File: src/rtl/matrix_scanner.sv
// matrix_scanner: column-scan sequencer for a 5x7 LED matrix.
// Steps through five physical columns. Each column dwells DWELL cycles: the
// first BLANK cycles have the strobe off (anti-ghosting), and the rest drive
// it. Frame data is double-buffered: loads land in a shadow buffer and move to
// the active registers only when the scan enters column 0.
// Ports:
//   clk, rst_n              clock, asynchronous active-low reset
//   enable                  scan enable; low returns to IDLE
//   load, data_2/1/0        shadow-buffer write strobe and row data (bit 6 = row 0)
//   col_2/1/0               active frame data for the row multiplexer
//   ring_counter            one-hot group select (100/010/001/010/100 per column)
//   col_en                  one-hot physical column strobe
//   load_ack                pulse one cycle after a sampled load
//   frame_done              pulse on the first BLANK cycle after column 4
module matrix_scanner #(
    parameter int unsigned DWELL = 1000,
    parameter int unsigned BLANK = 16
) (
    input  logic       clk,
    input  logic       rst_n,
    input  logic       enable,
    input  logic       load,
    input  logic [6:0] data_2,
    input  logic [6:0] data_1,
    input  logic [6:0] data_0,
    output logic [6:0] col_2,
    output logic [6:0] col_1,
    output logic [6:0] col_0,
    output logic [2:0] ring_counter,
    output logic [4:0] col_en,
    output logic       load_ack,
    output logic       frame_done
);

    localparam int unsigned CNT_W = (DWELL > 1) ? $clog2(DWELL) : 1;
    localparam int unsigned IDX_W = 3;
    localparam int unsigned N_COL = 5;

    typedef enum logic [1:0] {
        S_IDLE,
        S_BLANK,
        S_DRIVE
    } state_t;

    state_t             state, state_nxt;
    logic [IDX_W-1:0]   idx, idx_nxt;
    logic [CNT_W-1:0]   cnt, cnt_nxt;
    logic               swap_nxt;
    logic               wrap_nxt;
    logic [2:0]         ring_nxt;
    logic [N_COL-1:0]   col_en_nxt;
    logic [6:0]         shadow_2, shadow_1, shadow_0;
    logic               pending;

    // State register plus all registered outputs and frame buffers.
    always_ff @(posedge clk or negedge rst_n) begin
        if (!rst_n) begin
            state        <= S_IDLE;
            idx          <= '0;
            cnt          <= '0;
            ring_counter <= '0;
            col_en       <= '0;
            frame_done   <= 1'b0;
            load_ack     <= 1'b0;
            shadow_2     <= '0;
            shadow_1     <= '0;
            shadow_0     <= '0;
            pending      <= 1'b0;
            col_2        <= '0;
            col_1        <= '0;
            col_0        <= '0;
        end else begin
            state        <= state_nxt;
            idx          <= idx_nxt;
            cnt          <= cnt_nxt;
            ring_counter <= ring_nxt;
            col_en       <= col_en_nxt;
            frame_done   <= wrap_nxt;
            load_ack     <= load;
            // Swap reads the pre-edge shadow; a coincident load refills it
            // and keeps pending set for the following frame.
            if (swap_nxt && pending) begin
                col_2 <= shadow_2;
                col_1 <= shadow_1;
                col_0 <= shadow_0;
            end
            if (load) begin
                shadow_2 <= data_2;
                shadow_1 <= data_1;
                shadow_0 <= data_0;
                pending  <= 1'b1;
            end else if (swap_nxt) begin
                pending  <= 1'b0;
            end
        end
    end

    // Next-state: column sequencing and dwell counting.
    always_comb begin
        state_nxt = state;
        idx_nxt   = idx;
        cnt_nxt   = cnt;
        swap_nxt  = 1'b0;
        wrap_nxt  = 1'b0;
        if (!enable) begin
            state_nxt = S_IDLE;
            idx_nxt   = '0;
            cnt_nxt   = '0;
        end else begin
            case (state)
                S_IDLE: begin
                    state_nxt = S_BLANK;
                    idx_nxt   = '0;
                    cnt_nxt   = '0;
                    swap_nxt  = 1'b1;
                end
                S_BLANK: begin
                    cnt_nxt = cnt + CNT_W'(1);
                    if (cnt == CNT_W'(BLANK - 1)) begin
                        state_nxt = S_DRIVE;
                    end
                end
                S_DRIVE: begin
                    if (cnt == CNT_W'(DWELL - 1)) begin
                        state_nxt = S_BLANK;
                        cnt_nxt   = '0;
                        if (idx == IDX_W'(N_COL - 1)) begin
                            idx_nxt  = '0;
                            swap_nxt = 1'b1;
                            wrap_nxt = 1'b1;
                        end else begin
                            idx_nxt = idx + IDX_W'(1);
                        end
                    end else begin
                        cnt_nxt = cnt + CNT_W'(1);
                    end
                end
                default: begin
                    state_nxt = S_IDLE;
                    idx_nxt   = '0;
                    cnt_nxt   = '0;
                end
            endcase
        end
    end

    // Output decode from the next state so the outputs can be registered.
    always_comb begin
        ring_nxt   = '0;
        col_en_nxt = '0;
        if (state_nxt != S_IDLE) begin
            case (idx_nxt)
                IDX_W'(0), IDX_W'(4): ring_nxt = 3'b100;
                IDX_W'(1), IDX_W'(3): ring_nxt = 3'b010;
                IDX_W'(2):            ring_nxt = 3'b001;
                default:              ring_nxt = 3'b000;
            endcase
        end
        if (state_nxt == S_DRIVE) begin
            col_en_nxt = N_COL'(1) << idx_nxt;
        end
    end

endmodule

File: config.mk
export PLATFORM = sky130hd
export DESIGN_NAME = matrix_scanner
export DESIGN_NICKNAME = d
export VERILOG_FILES = /design/src/rtl/matrix_scanner.sv
export SDC_FILE = /design/constraint.sdc
export NUM_CORES = 1
export LEC_CHECK = 0
export CORE_MARGIN = 2
export CORE_UTILIZATION = 45
export DETAILED_ROUTE_END_ITERATION = 12
export HOLD_SLACK_MARGIN = 0.08
export PLACE_DENSITY = 0.71
export SKIP_CTS_REPAIR_TIMING = 1
export SYNTH_ARGS = -nofsm -noshare
export SYNTH_HDL_FRONTEND = slang
export SYNTH_SLANG_ARGS = --single-unit
File: constraint.sdc
create_clock -name clk -period 4.3 [get_ports clk]
set_input_delay 0.86 -clock clk [delete_from_list [all_inputs] [get_ports clk]]
set_output_delay 0.86 -clock clk [all_outputs]
set_load 0.02 [all_outputs]
Word level (Yosys, flattened, before mapping):

Cells that the tools add are included.

* add/subtract/negate cells: 2
* equality and inequality tests: 10
* shifts and indexed selects: 1
* multiplexer cells: 22
* reductions and logical operators: 7

Operators with widths (number)
* 10-bit 2-to-1 mux: 2
* 10-bit case mux with 2 select lines: 1
* 3-bit 2-to-1 mux: 4
* 10-bit by 1-bit adder with 10-bit output (second input constant): 1
* 10-bit == test (second input constant): 1
* 10-bit by 4-bit == test with 1-bit output (second input constant): 1
* 3-bit case mux with 3 select lines: 1
* 1-bit 2-to-1 mux: 7
* 3-bit by 2-bit == test with 1-bit output (second input constant): 2
* 3-bit == test (second input constant): 2
* 2-bit 2-to-1 mux: 3
* 2-bit case mux with 3 select lines: 1
* 3-bit case mux with 2 select lines: 1
* 5-bit 2-to-1 mux: 1
* 1-bit by 3-bit left shift with 5-bit output (first input constant): 1
* 2-bit == test (second input constant): 2
* 2-bit nonzero test: 2
* 2-bit OR reduction: 2
* 3-bit by 1-bit adder with 3-bit output (second input constant): 1
* 3-bit by 1-bit == test with 1-bit output (second input constant): 1
* 3-bit logical NOT: 1
* 2-bit by 1-bit == test with 1-bit output (second input constant): 1
* 2-bit logical NOT: 1
* 1-bit case mux with 2 select lines: 1
* 1-bit logical AND: 1

* register bits after elaboration: 68
* output and inout port bits: 31
* logic and storage cells: 56

Logic depth before layout (Yosys ltp):

Gate-level depths: netlist (run 1).

* depth in word-level cells: 9
* mapped depth: 8
* mapped depth without buffers: 7

Least setup slack after synthesis (run 1):

OpenSTA, ideal clock, no wires.

* path type: reg2reg
* start: register cnt[0]
* end: register col_0[1]
* setup time: 125 ps
* arrival time: 1876 ps
* data required time: 4175 ps
* path slack: 2299 ps
* cell stages (with the launch flop): 9
* buffers on the path: 2
* clock period less this slack: 2001 ps
* cell sequence: dfrtp_1 > ha_1 > and4bb_1 > and3_1 > buf_6 > a21o_4 > nand3_2 > buf_6 > mux2_4

* cells in the longest elaborated chain, start to end: 5

Ends and longest elaborated chain
* start, declared: line 47 `logic [CNT_W-1:0] cnt, cnt_nxt;`
* start signal, assigned: line 75 `cnt <= cnt_nxt;`
* 10-bit == test: line 124 `if (cnt == CNT_W'(DWELL - 1)) begin`
* 1-bit 2-to-1 mux: line 124
* 1-bit case mux with 2 select lines: line 110 `case (state)`
* 1-bit 2-to-1 mux: line 105 `if (!enable) begin`
* 1-bit logical AND: line 82 `if (swap_nxt && pending) begin`
* end signal, assigned: line 85 `col_0 <= shadow_0;`
* end, declared: line 28 `output logic [6:0] col_0,`

No other way between the ends.
A chain may end at the register's enable or synchronous reset.

Final worst setup path (run 1):

* start: register cnt[0]
* end: register col_0[0]

The elaborated chain is that of the path after synthesis.

==> impl_summary.txt, run 1 <==
----------------------------------------------------
[Clock tree]
  Maximum root-to-sink buffer count ... 2
  Clock tree from TritonCTS ... yes
  Clock H-tree levels ... 3
  Cell at the root of the clock tree ... sky130_fd_sc_hd__clkbuf_8
  Skew-Pair Late Insertion Delay ... 0.34 ns
  Reg clk slew, reported paths ... approximately 0.070 ns
  Total CTS buffers ... 9
  Number of clock sinks ... 68

[Cells and area]
  Multi-input logic area ... 0.00120 mm^2
  Post-route cell area ... between 0.003 and 0.004 mm^2
  Final core utilization ... 0.597
  Final #Nets ... 308
  Number of antenna diodes ... 0
  # fillers ... around 510
  P&R area growth vs syn ... 28.1%
  Share of layout cells above drive strength 1 ... 0.235
  Non-filler instance count after layout ... 358
  FF/Latch Area ... 0.00170 mm^2

[Timing]
  Highest achievable clock rate ... between 300 and 400 MHz
  Final clock period utilization by the worst path ... 0.625
  Unrepaired setup endpoints after global routing ... no
  Endpoints failing setup ... 0
  Final total negative setup slack ... 0 ns
  Headroom to the max-slew limit ... 0.298
  Final min period ... 2.69 ns
  Final Max Tran Viols ... 0
  Transition time at the pin with the least slew margin ... 1.05 ns
  Post-layout worst setup margin ... roughly 1.6 ns
  Final count of hold timing violations ... 0
  Worst setup skew after layout ... 0.0104 ns

[Power]
  Internal power consumption ... 0.00131 W
  Combinational fraction of design power ... 0.203
  Net switching fraction of the power ... 0.248
  Power per Cell Area ... 456 mW/mm^2
  Leak pwr ... 1.71 nW
  Proportion of power drawn by flip-flops and latches ... 0.436
  Switching power ... 0.000431 W
  Clock power share ... 0.360
  Peak supply drop ... 313 uV

[Routing]
  Count of nets left with antenna violations after detail routing ... 0
  Remaining routing DRC violations ... 0
  Routed length per placed instance ... 15.2 um
  Starting DRT DRC Count ... 72
  Vias after detailed routing ... 1858
  Length of the first detailed-routing pass in iterations ... 4
  Drt total wl ... 5440 um
  Vias per cell ... 5.19

[Yosys]
  Cell Area, Synth ... roughly 0.0030 mm^2
  Average size of a mapped cell ... 13.7 um^2
  Fraction of synthesized cell area taken by the top area cell type ... 0.572
  Net count of the mapped netlist ... roughly 250
  Async set-or-reset flop fraction in the synthesized netlist ... 1.00
  List of most frequent post-synthesis cells ... sky130_fd_sc_hd__dfrtp_1, sky130_fd_sc_hd__mux2_2, sky130_fd_sc_hd__mux2_4
  Flip-flop cell with the highest count after synthesis ... sky130_fd_sc_hd__dfrtp_1
  Gate Count Post-Synth ... between 200 and 250
  Distinct cells, synth ... 42
  Library cell with the largest summed area after synthesis ... sky130_fd_sc_hd__dfrtp_1
  Ranking of synthesized cells by area ... sky130_fd_sc_hd__dfrtp_1, sky130_fd_sc_hd__mux2_4, sky130_fd_sc_hd__mux2_2
  Count of flip-flops with a built-in enable after synthesis ... 0
  #FFs+latches synth ... 68
  Top-count cell post-synth ... sky130_fd_sc_hd__dfrtp_1
  Count of yosys warnings during synthesis ... 0
  Sequential-to-total area share from yosys stat ... 0.572

[Worst setup path]
  CP Data Arrival Time ... 2.91 ns
  Class of the most critical setup path ... reg2reg
  Path depth of the worst reg2reg path ... 6
  Crit path capture type ... flip-flop
  Startpoint kind of the worst setup timing path ... flip-flop
  Crit path max fanout ... 21
  Endpoint required time on the critical path ... 4.53 ns

[Floorplan]
  Total Die Area ... 0.00728 mm^2
  Die width ... 85.3 um
  Num rows ... 29
  Area inside the core boundary ... about 0.0064 mm^2
  Initial core utilization ... 0.466
  Die extent in y ... 85.3 um
  I/O pin count ... 56

[Run]
  Max-cap violations ... 0

[Place]
  DPL Wire Length ... 3680 um
  Cells after DPL ... 342
  GP Congestion ... ~0.88
  Count of input and output buffers ... 55
  Placement Cell Area ... 0.00357 mm^2
  Worst setup slack before clock tree synthesis ... 1.46 ns

[GRT]
  Total overflow reported by the global router ... 0
  Maximum number of pins on one net before global-route repair ... 48
  Number of antenna violations at the first check in global routing ... 0
  First-pass GRT wire length ... between 9000 and 10000 um
  GRT Total Usage ... 0.166
  Number of global-route vias before repair ... 1934

[Status]
  Run status ... finished clean

[Hold path]
  Class of the tightest hold or removal check ... reg2reg
  Hold Crit Depth ... 1

----------------------------------------------------
[placed cells by master (no fill, tap or decap), drive strengths merged, types with 6 or more instances in the layout]
master	n
and3	6
clkbuf	10
clkdlybuf4s50	54
dfrtp	68
ha	7
inv	6
mux2	42
nand2	8
nand3	6
nor2	15
[critical path, stage by stage (launching register included)]
cell and delay, ns:
sky130_fd_sc_hd__dfrtp_1 0.39, sky130_fd_sc_hd__ha_1 0.22, sky130_fd_sc_hd__and4bb_1 0.30, sky130_fd_sc_hd__and3_1 0.35
sky130_fd_sc_hd__a21o_4 0.18, sky130_fd_sc_hd__nand3_2 0.59, sky130_fd_sc_hd__mux2_1 0.55
[cell families after synthesis]
family | share of synthesized area
XOR/XNOR | 0.0235
AND/OR/NAND/NOR | 0.111
buffers and inverters | 0.0252
AO/OA/AOI/OAI | 0.0542
flip-flops | 0.572
multiplexers | 0.184
adder cells (fa/ha/maj) | 0.0294
[through the flow]
step | hold slack, ns | power [W]
3_3_place_gp | 0.449 | 0.00112
6_report | 0.493 | 0.00174
3_5_place_dp | 0.479 | 0.00113
4_1_cts | 0.496 | 0.00176
2_1_floorplan | 0.433 | 0.000958
5_1_grt | 0.508 | 0.00181
[registers in the layout, summed over array words and instances (netlist names), 2 cells and up]
name	cells
cnt	10
col_0	7
col_1	7
col_2	7
col_en	5
idx	3
ring_counter	3
shadow_0	7
shadow_1	7
shadow_2	7
state	2
[power by group through the flow]
stage               Clock [W]  Combinational [W]  Sequential (W)
finish               0.000626           0.000353        0.000758
floorplan                   0           0.000129        0.000829
CTS                  0.000643           0.000359        0.000759
global placement            0           0.000351        0.000769
detailed placement          0           0.000358        0.000769
global route         0.000669           0.000375        0.000768
[area by class of cell]
class | count | share of cell area
multi-input combinational | 135 | 0.314
inverter | 6 | 0.00591
clock buffer | 10 | 0.0335
clock inverter | 6 | 0.0295
timing repair buffer | 56 | 0.145
tap | 77 | 0.0253
sequential | 68 | 0.446
[worst paths after layout]
path                               start           to  slack, ns
worst max-delay path              cnt[0]     col_0[0]       1.61
worst min-delay path            col_0[0]     col_0[0]       0.49
worst max register to register    cnt[0]     col_0[0]       1.61
worst min register to register  col_0[0]     col_0[0]       0.49
max in group asynchronous          rst_n  shadow_1[4]       2.74
min in group asynchronous          rst_n       cnt[4]       0.69
[layer usage]
layer	up-vias	wire [um]	global-route usage
met5	-	0	0
met4	0	100	0.0779
met3	9	229	0.0486
met2	45	2570	0.261
met1	925	2540	0.210
li1	879	-	-
Note: power is estimated with default switching activity, not from simulation.
==> inputs of run 2 (changes only) <==
==> constraint.sdc (replaced) <==
create_clock -name clk -period 2.5 [get_ports clk]
set_input_delay 0.5 -clock clk [delete_from_list [all_inputs] [get_ports clk]]
set_output_delay 0.5 -clock clk [all_outputs]
set_load 0.02 [all_outputs]
==> run 2 against run 1 <==
  * Non-clock buffer count increased by 2
  * Global-route usage is 0.25 points lower
  * Routed wire length down 0.51%
  * First-iteration DRC count is 13% higher
  * Worst hold slack worse by 0.40 ns
  * Critical path depth is 1 higher
  * Die area stayed put
  * Sequential power is 73% higher
  * Cell area is 1.0% higher
  * Highest routed layer unchanged
==> impl_summary.txt, run 2 (synthesized netlist as in run 1, its figures left out) <==
----------------------------------------------------
[Timing]
  Final total negative setup slack ... 0 ns
  Endpoints failing setup ... 0
  Final count of hold timing violations ... 0
  Highest achievable clock rate ... ~470 MHz
  Headroom to the max-slew limit ... 0.712
  Final clock period utilization by the worst path ... 0.854
  Worst setup skew after layout ... approximately 0.015 ns
  Fin Hold WS ... 0.0977 ns
  Unrepaired setup endpoints after global routing ... no
  Transition time at the pin with the least slew margin ... 0.430 ns
  Final min period ... 2.13 ns
  Final Max Tran Viols ... 0

[GRT]
  Number of antenna violations at the first check in global routing ... 0
  Number of global-route vias before repair ... 1900
  First-pass GRT wire length ... approximately 9100 um
  Total overflow reported by the global router ... 0
  Maximum number of pins on one net before global-route repair ... 52
  GRT Total Usage ... 0.163

[Worst setup path]
  Crit path capture ... col_0[0]
  Endpoint required time on the critical path ... 2.73 ns
  Class of the most critical setup path ... reg2reg
  Worst reg2reg path endpoint ... col_0[0]
  Register-to-register setup slack ... approximately 0.37 ns
  Startpoint kind of the worst setup timing path ... flip-flop
  Crit path max fanout ... 21
  Source of the critical timing path ... cnt[0]
  Crit path capture type ... flip-flop
  CP Data Arrival Time ... 2.36 ns
  Path depth of the worst reg2reg path ... 7
  RR Startpoint ... cnt[0]

[Clock tree]
  Maximum root-to-sink buffer count ... 2
  Skew-Pair Late Insertion Delay ... 0.35 ns
  Cell at the root of the clock tree ... sky130_fd_sc_hd__clkbuf_8
  Clock tree from TritonCTS ... yes
  Total CTS buffers ... 9
  Clock H-tree levels ... 3
  Reg clk slew, reported paths ... 0.07 ns
  Number of clock sinks ... 68

[Routing]
  Vias after detailed routing ... between 1.5k and 2k
  Count of nets left with antenna violations after detail routing ... 0
  Starting DRT DRC Count ... 81
  Length of the first detailed-routing pass in iterations ... 4
  Wire length on met2 ... ~2500 um
  Drt total wl ... between 5000 and 6000 um
  Remaining routing DRC violations ... 0
  Sum of met3 wire segment lengths after detailed routing ... 249 um
  Metal-1 WL ... 2620 um
  Routed length per placed instance ... ~15 um
  Vias per cell ... 5.16
  Top sig layer ... met4

[Floorplan]
  I/O pin count ... 56
  Die width ... 85.3 um
  Total Die Area ... 0.00728 mm^2
  Initial core utilization ... 0.466
  Num rows ... 29
  Die extent in y ... 85.3 um
  Area inside the core boundary ... 0.00639 mm^2

[Cells and area]
  Largest register by flop count ... cnt
  Number of antenna diodes ... 0
  Number of flip-flops under the largest register name ... 10
  Non-filler instance count after layout ... 360
  Multi-input logic area ... 0.00120 mm^2
  Final #Nets ... 310
  P&R area growth vs syn ... 29.5%
  Share of layout cells above drive strength 1 ... 0.240
  Post-route cell area ... 0.00385 mm^2
  Most frequent standard cell in the layout excluding fill and tap cells ... sky130_fd_sc_hd__dfrtp_1
  # fillers ... 515
  FF/Latch Area ... ~0.0017 mm^2
  Commonest non-fill, non-tap cells in the layout ... sky130_fd_sc_hd__dfrtp_1, sky130_fd_sc_hd__clkdlybuf4s50_1, sky130_fd_sc_hd__mux2_2

[Status]
  Run status ... finished clean

[Run]
  Max-cap violations ... 0

[Place]
  DPL Wire Length ... 3730 um
  Placement Cell Area ... 0.00361 mm^2
  GP Congestion ... approximately 0.88
  Cells after DPL ... 344
  Count of input and output buffers ... 55

[Power]
  Power per Cell Area ... between 700 and 800 mW/mm^2
  Leak pwr ... approximately 1.7 nW
  Overall power ... roughly 0.003 W
  Peak supply drop ... about 570 uV

[Hold path]
  Class of the tightest hold or removal check ... in2async

----------------------------------------------------
## run 2: cell types whose count changed in the layout (fill, tap and decap cells not counted), sizes merged
cell / delta
buf: +2
## run 2: layout make-up
cell class | count | share of cell area
Sequential cell | 68 | 0.442
Tap cell | 77 | 0.0250
Clock buffer | 10 | 0.0331
Multi-Input combinational cell | 135 | 0.311
Clock inverter | 6 | 0.0292
Inverter | 6 | 0.00585
Timing Repair Buffer | 58 | 0.154
## run 2: power by group
part           switching, W  internal (W)
sequential        0.0000760       0.00123
combinational      0.000254      0.000359
clock              0.000419      0.000665
## run 2: per-stage QoR
stage,setup slack [ns],util
after floorplan,0.499,-
after global placement,0.395,0.566
after detailed placement,0.304,0.566
after CTS,0.372,0.603
after global routing,0.237,0.603
final,0.365,0.603
## run 2: critical path, stage by stage, from the launching register on
cell and delay (ns):
sky130_fd_sc_hd__dfrtp_1 0.40, sky130_fd_sc_hd__ha_1 0.23, sky130_fd_sc_hd__and4bb_1 0.24, sky130_fd_sc_hd__and3_1 0.28, sky130_fd_sc_hd__a21o_4 0.24, sky130_fd_sc_hd__nand3_2 0.08, sky130_fd_sc_hd__buf_12 0.21, sky130_fd_sc_hd__mux2_1 0.33
## run 2: layer usage
layer | track usage | vias up
met3 | 0.0525 | 6
met4 | 0.0649 | 0
met1 | 0.217 | 918
met2 | 0.249 | 43
li1 | - | 890
met5 | 0 | -
## run 2: how the worst min path moves through the flow
stage                     slack, ns          end    from  cells past startpoint
after floorplan                0.20       cnt[0]   rst_n                      0
after global placement         0.44       cnt[0]  cnt[0]                      1
after detailed placement       0.47     state[0]   rst_n                      1
after CTS                      0.10  shadow_0[1]   rst_n                      1
after global routing           0.11   frame_done   rst_n                      1
final                           0.1       idx[0]   rst_n                      1
==> inputs of run 3 (changes only) <==
--- a/config.mk
+++ b/config.mk
@@ -5,11 +5,12 @@
 export SDC_FILE = /design/constraint.sdc
 export NUM_CORES = 1
 export LEC_CHECK = 0
+export ABC_AREA = 1
 export CORE_MARGIN = 2
 export CORE_UTILIZATION = 45
 export DETAILED_ROUTE_END_ITERATION = 12
 export HOLD_SLACK_MARGIN = 0.08
-export PLACE_DENSITY = 0.71
+export PLACE_DENSITY = 0.7
 export SKIP_CTS_REPAIR_TIMING = 1
 export SYNTH_ARGS = -nofsm -noshare
 export SYNTH_HDL_FRONTEND = slang
==> run 3 against run 2 <==
  * First-iteration DRC count increased by 57%
  * Sequential power down 5%
  * Critical endpoint is now col_1[3]
  * Synthesized area up 0.59%
==> impl_summary.txt, run 3 <==
----------------------------------------------------
[Clock tree]
  Total CTS buffers ... 9
  Maximum root-to-sink buffer count ... 2
  Number of clock sinks ... 68
  Reg clk slew, reported paths ... roughly 0.080 ns
  Clock tree from TritonCTS ... yes
  Clock H-tree levels ... 3
  Skew-Pair Late Insertion Delay ... 0.34 ns
  Cell at the root of the clock tree ... sky130_fd_sc_hd__clkbuf_8

[GRT]
  Maximum number of pins on one net before global-route repair ... 45
  Number of global-route vias before repair ... 2144
  Total overflow reported by the global router ... 0
  First-pass GRT wire length ... between 9000 and 10000 um
  GRT Total Usage ... 0.170
  Number of antenna violations at the first check in global routing ... 0

[Cells and area]
  Number of flip-flops under the largest register name ... 10
  Final #Nets ... around 400
  # fillers ... between 500 and 600
  Largest register by flop count ... cnt
  P&R area growth vs syn ... 27.6%
  Most frequent standard cell in the layout excluding fill and tap cells ... sky130_fd_sc_hd__nand2_1
  Commonest non-fill, non-tap cells in the layout ... sky130_fd_sc_hd__nand2_1, sky130_fd_sc_hd__dfrtp_1, sky130_fd_sc_hd__clkdlybuf4s50_1
  Number of antenna diodes ... 0
  Share of layout cells above drive strength 1 ... 0.159

[Place]
  Count of input and output buffers ... 55
  GP Congestion ... 0.835
  DPL Wire Length ... 3920 um

[Power]
  Power per Cell Area ... 712 mW/mm^2
  Overall power ... 0.00272 W
  Peak supply drop ... 486 uV
  Leak pwr ... ~1.9 nW

[Hold path]
  Class of the tightest hold or removal check ... in2async

[Timing]
  Worst setup skew after layout ... around 0.0086 ns
  Final count of hold timing violations ... 0
  Transition time at the pin with the least slew margin ... 0.556 ns
  Final Max Tran Viols ... 0
  Fin Hold WS ... 0.140 ns
  Endpoints failing setup ... 0
  Final total negative setup slack ... 0 ns
  Highest achievable clock rate ... 515 MHz
  Unrepaired setup endpoints after global routing ... no
  Final min period ... 1.94 ns
  Final clock period utilization by the worst path ... 0.776
  Headroom to the max-slew limit ... 0.629

[Yosys]
  Flip-flop cell with the highest count after synthesis ... sky130_fd_sc_hd__dfrtp_1
  Count of yosys warnings during synthesis ... 0
  Average size of a mapped cell ... 9.41 um^2
  Count of flip-flops with a built-in enable after synthesis ... 0
  Cell Area, Synth ... 0.00299 mm^2
  Ranking of synthesized cells by area ... sky130_fd_sc_hd__dfrtp_1, sky130_fd_sc_hd__nand2_1, sky130_fd_sc_hd__o21ai_2
  #FFs+latches synth ... 68
  List of most frequent post-synthesis cells ... sky130_fd_sc_hd__nand2_1, sky130_fd_sc_hd__dfrtp_1, sky130_fd_sc_hd__inv_1
  Async set-or-reset flop fraction in the synthesized netlist ... 1.00
  Top-count cell post-synth ... sky130_fd_sc_hd__nand2_1
  Sequential-to-total area share from yosys stat ... 0.569
  Gate Count Post-Synth ... 318
  Distinct cells, synth ... 26
  Fraction of synthesized cell area taken by the top area cell type ... 0.569
  Library cell with the largest summed area after synthesis ... sky130_fd_sc_hd__dfrtp_1
  Net count of the mapped netlist ... 350

[Worst setup path]
  Crit path max fanout ... 42
  Class of the most critical setup path ... reg2reg
  Crit path capture type ... flip-flop
  Endpoint required time on the critical path ... 2.72 ns
  Startpoint kind of the worst setup timing path ... flip-flop
  CP Data Arrival Time ... roughly 2.2 ns

[Routing]
  Drt total wl ... 5620 um
  Vias per cell ... 4.70
  Starting DRT DRC Count ... 127
  Routed length per placed instance ... between 10 and 15 um
  Remaining routing DRC violations ... 0
  Vias after detailed routing ... between 2k and 2.5k
  Count of nets left with antenna violations after detail routing ... 0
  Length of the first detailed-routing pass in iterations ... 4

[Floorplan]
  I/O pin count ... 56
  Initial core utilization ... 0.469
  Total Die Area ... 0.00732 mm^2
  Num rows ... 29
  Die width ... 85.6 um
  Die extent in y ... 85.6 um
  Area inside the core boundary ... 0.00639 mm^2

[Run]
  Max-cap violations ... 0

[Status]
  Run status ... finished clean

----------------------------------------------------
==> run 3: per-layer routing <==
layer	share of wire	vias up	wire length, um	track usage
met1	0.46	1015	2600	0.222
met2	0.49	35	2740	0.273
li1	-	1106	-	-
met3	0.029	9	163	0.0337
met5	0	-	0	0
met4	0.020	0	112	0.0851
==> run 3: cell type report <==
type,instances,area (um^2),area share
clock buffers,9,124,0.0324
clock inverters,7,98.8,0.0259
inverters,47,176,0.0462
multi-input cells,195,1050,0.276
flip-flops and latches,68,1700,0.445
well taps,77,96.3,0.0252
repair buffers,58,568,0.149
==> run 3: report_power, final <==
part / total (W) / switching, W / internal, W
Clock: 0.000998 / 0.000431 / 0.000566
Combinational: 0.000471 / 0.000256 / 0.000214
Sequential: 0.00125 / 0.0000513 / 0.00120
==> run 3: cell families after synthesis <==
| group | after synthesis | synth area share |
|---|---|---|
| AO/OA/AOI/OAI | 49 | 0.112 |
| adder cells (fa/ha/maj) | 7 | 0.0293 |
| buffers and inverters | 55 | 0.0790 |
| AND/OR/NAND/NOR | 135 | 0.200 |
| XOR/XNOR | 4 | 0.0117 |
| flip-flops | 68 | 0.569 |
==> run 3: path summary, 6_finish.rpt <==
check                           startpoint         endpoint  slack (ns)  depth (start not counted)
worst max-delay path                cnt[0]         col_1[3]        0.56                          8
worst min-delay path                 rst_n  ring_counter[0]        0.14                          1
worst max register to register      cnt[0]         col_1[3]        0.56                          8
worst min register to register    col_0[0]         col_0[0]        0.48                          2
max in group asynchronous            rst_n      shadow_0[5]        1.64                          2
min in group clk                  col_0[0]         col_0[0]        0.48                          2
==> run 3: per-stage QoR <==
stage	cells	utilization	cell area (um^2)	setup slack, ns
2_1_floorplan	318	-	2990	0.950
3_3_place_gp	445	0.563	3600	0.362
3_5_place_dp	445	0.563	3600	0.300
4_1_cts	461	0.598	3820	0.536
5_1_grt	461	0.598	3820	0.353
6_report	461	0.598	3820	0.559
==> run 3: critical path, cell delays in order (launching register included) <==
cell and delay, ns:
sky130_fd_sc_hd__dfrtp_1 0.42, sky130_fd_sc_hd__ha_1 0.23, sky130_fd_sc_hd__nand2_2 0.13, sky130_fd_sc_hd__nor3_2 0.21
sky130_fd_sc_hd__nand4_2 0.12, sky130_fd_sc_hd__o21ai_2 0.12, sky130_fd_sc_hd__nand2_4 0.33, sky130_fd_sc_hd__nand2_1 0.19
sky130_fd_sc_hd__o21ai_2 0.06
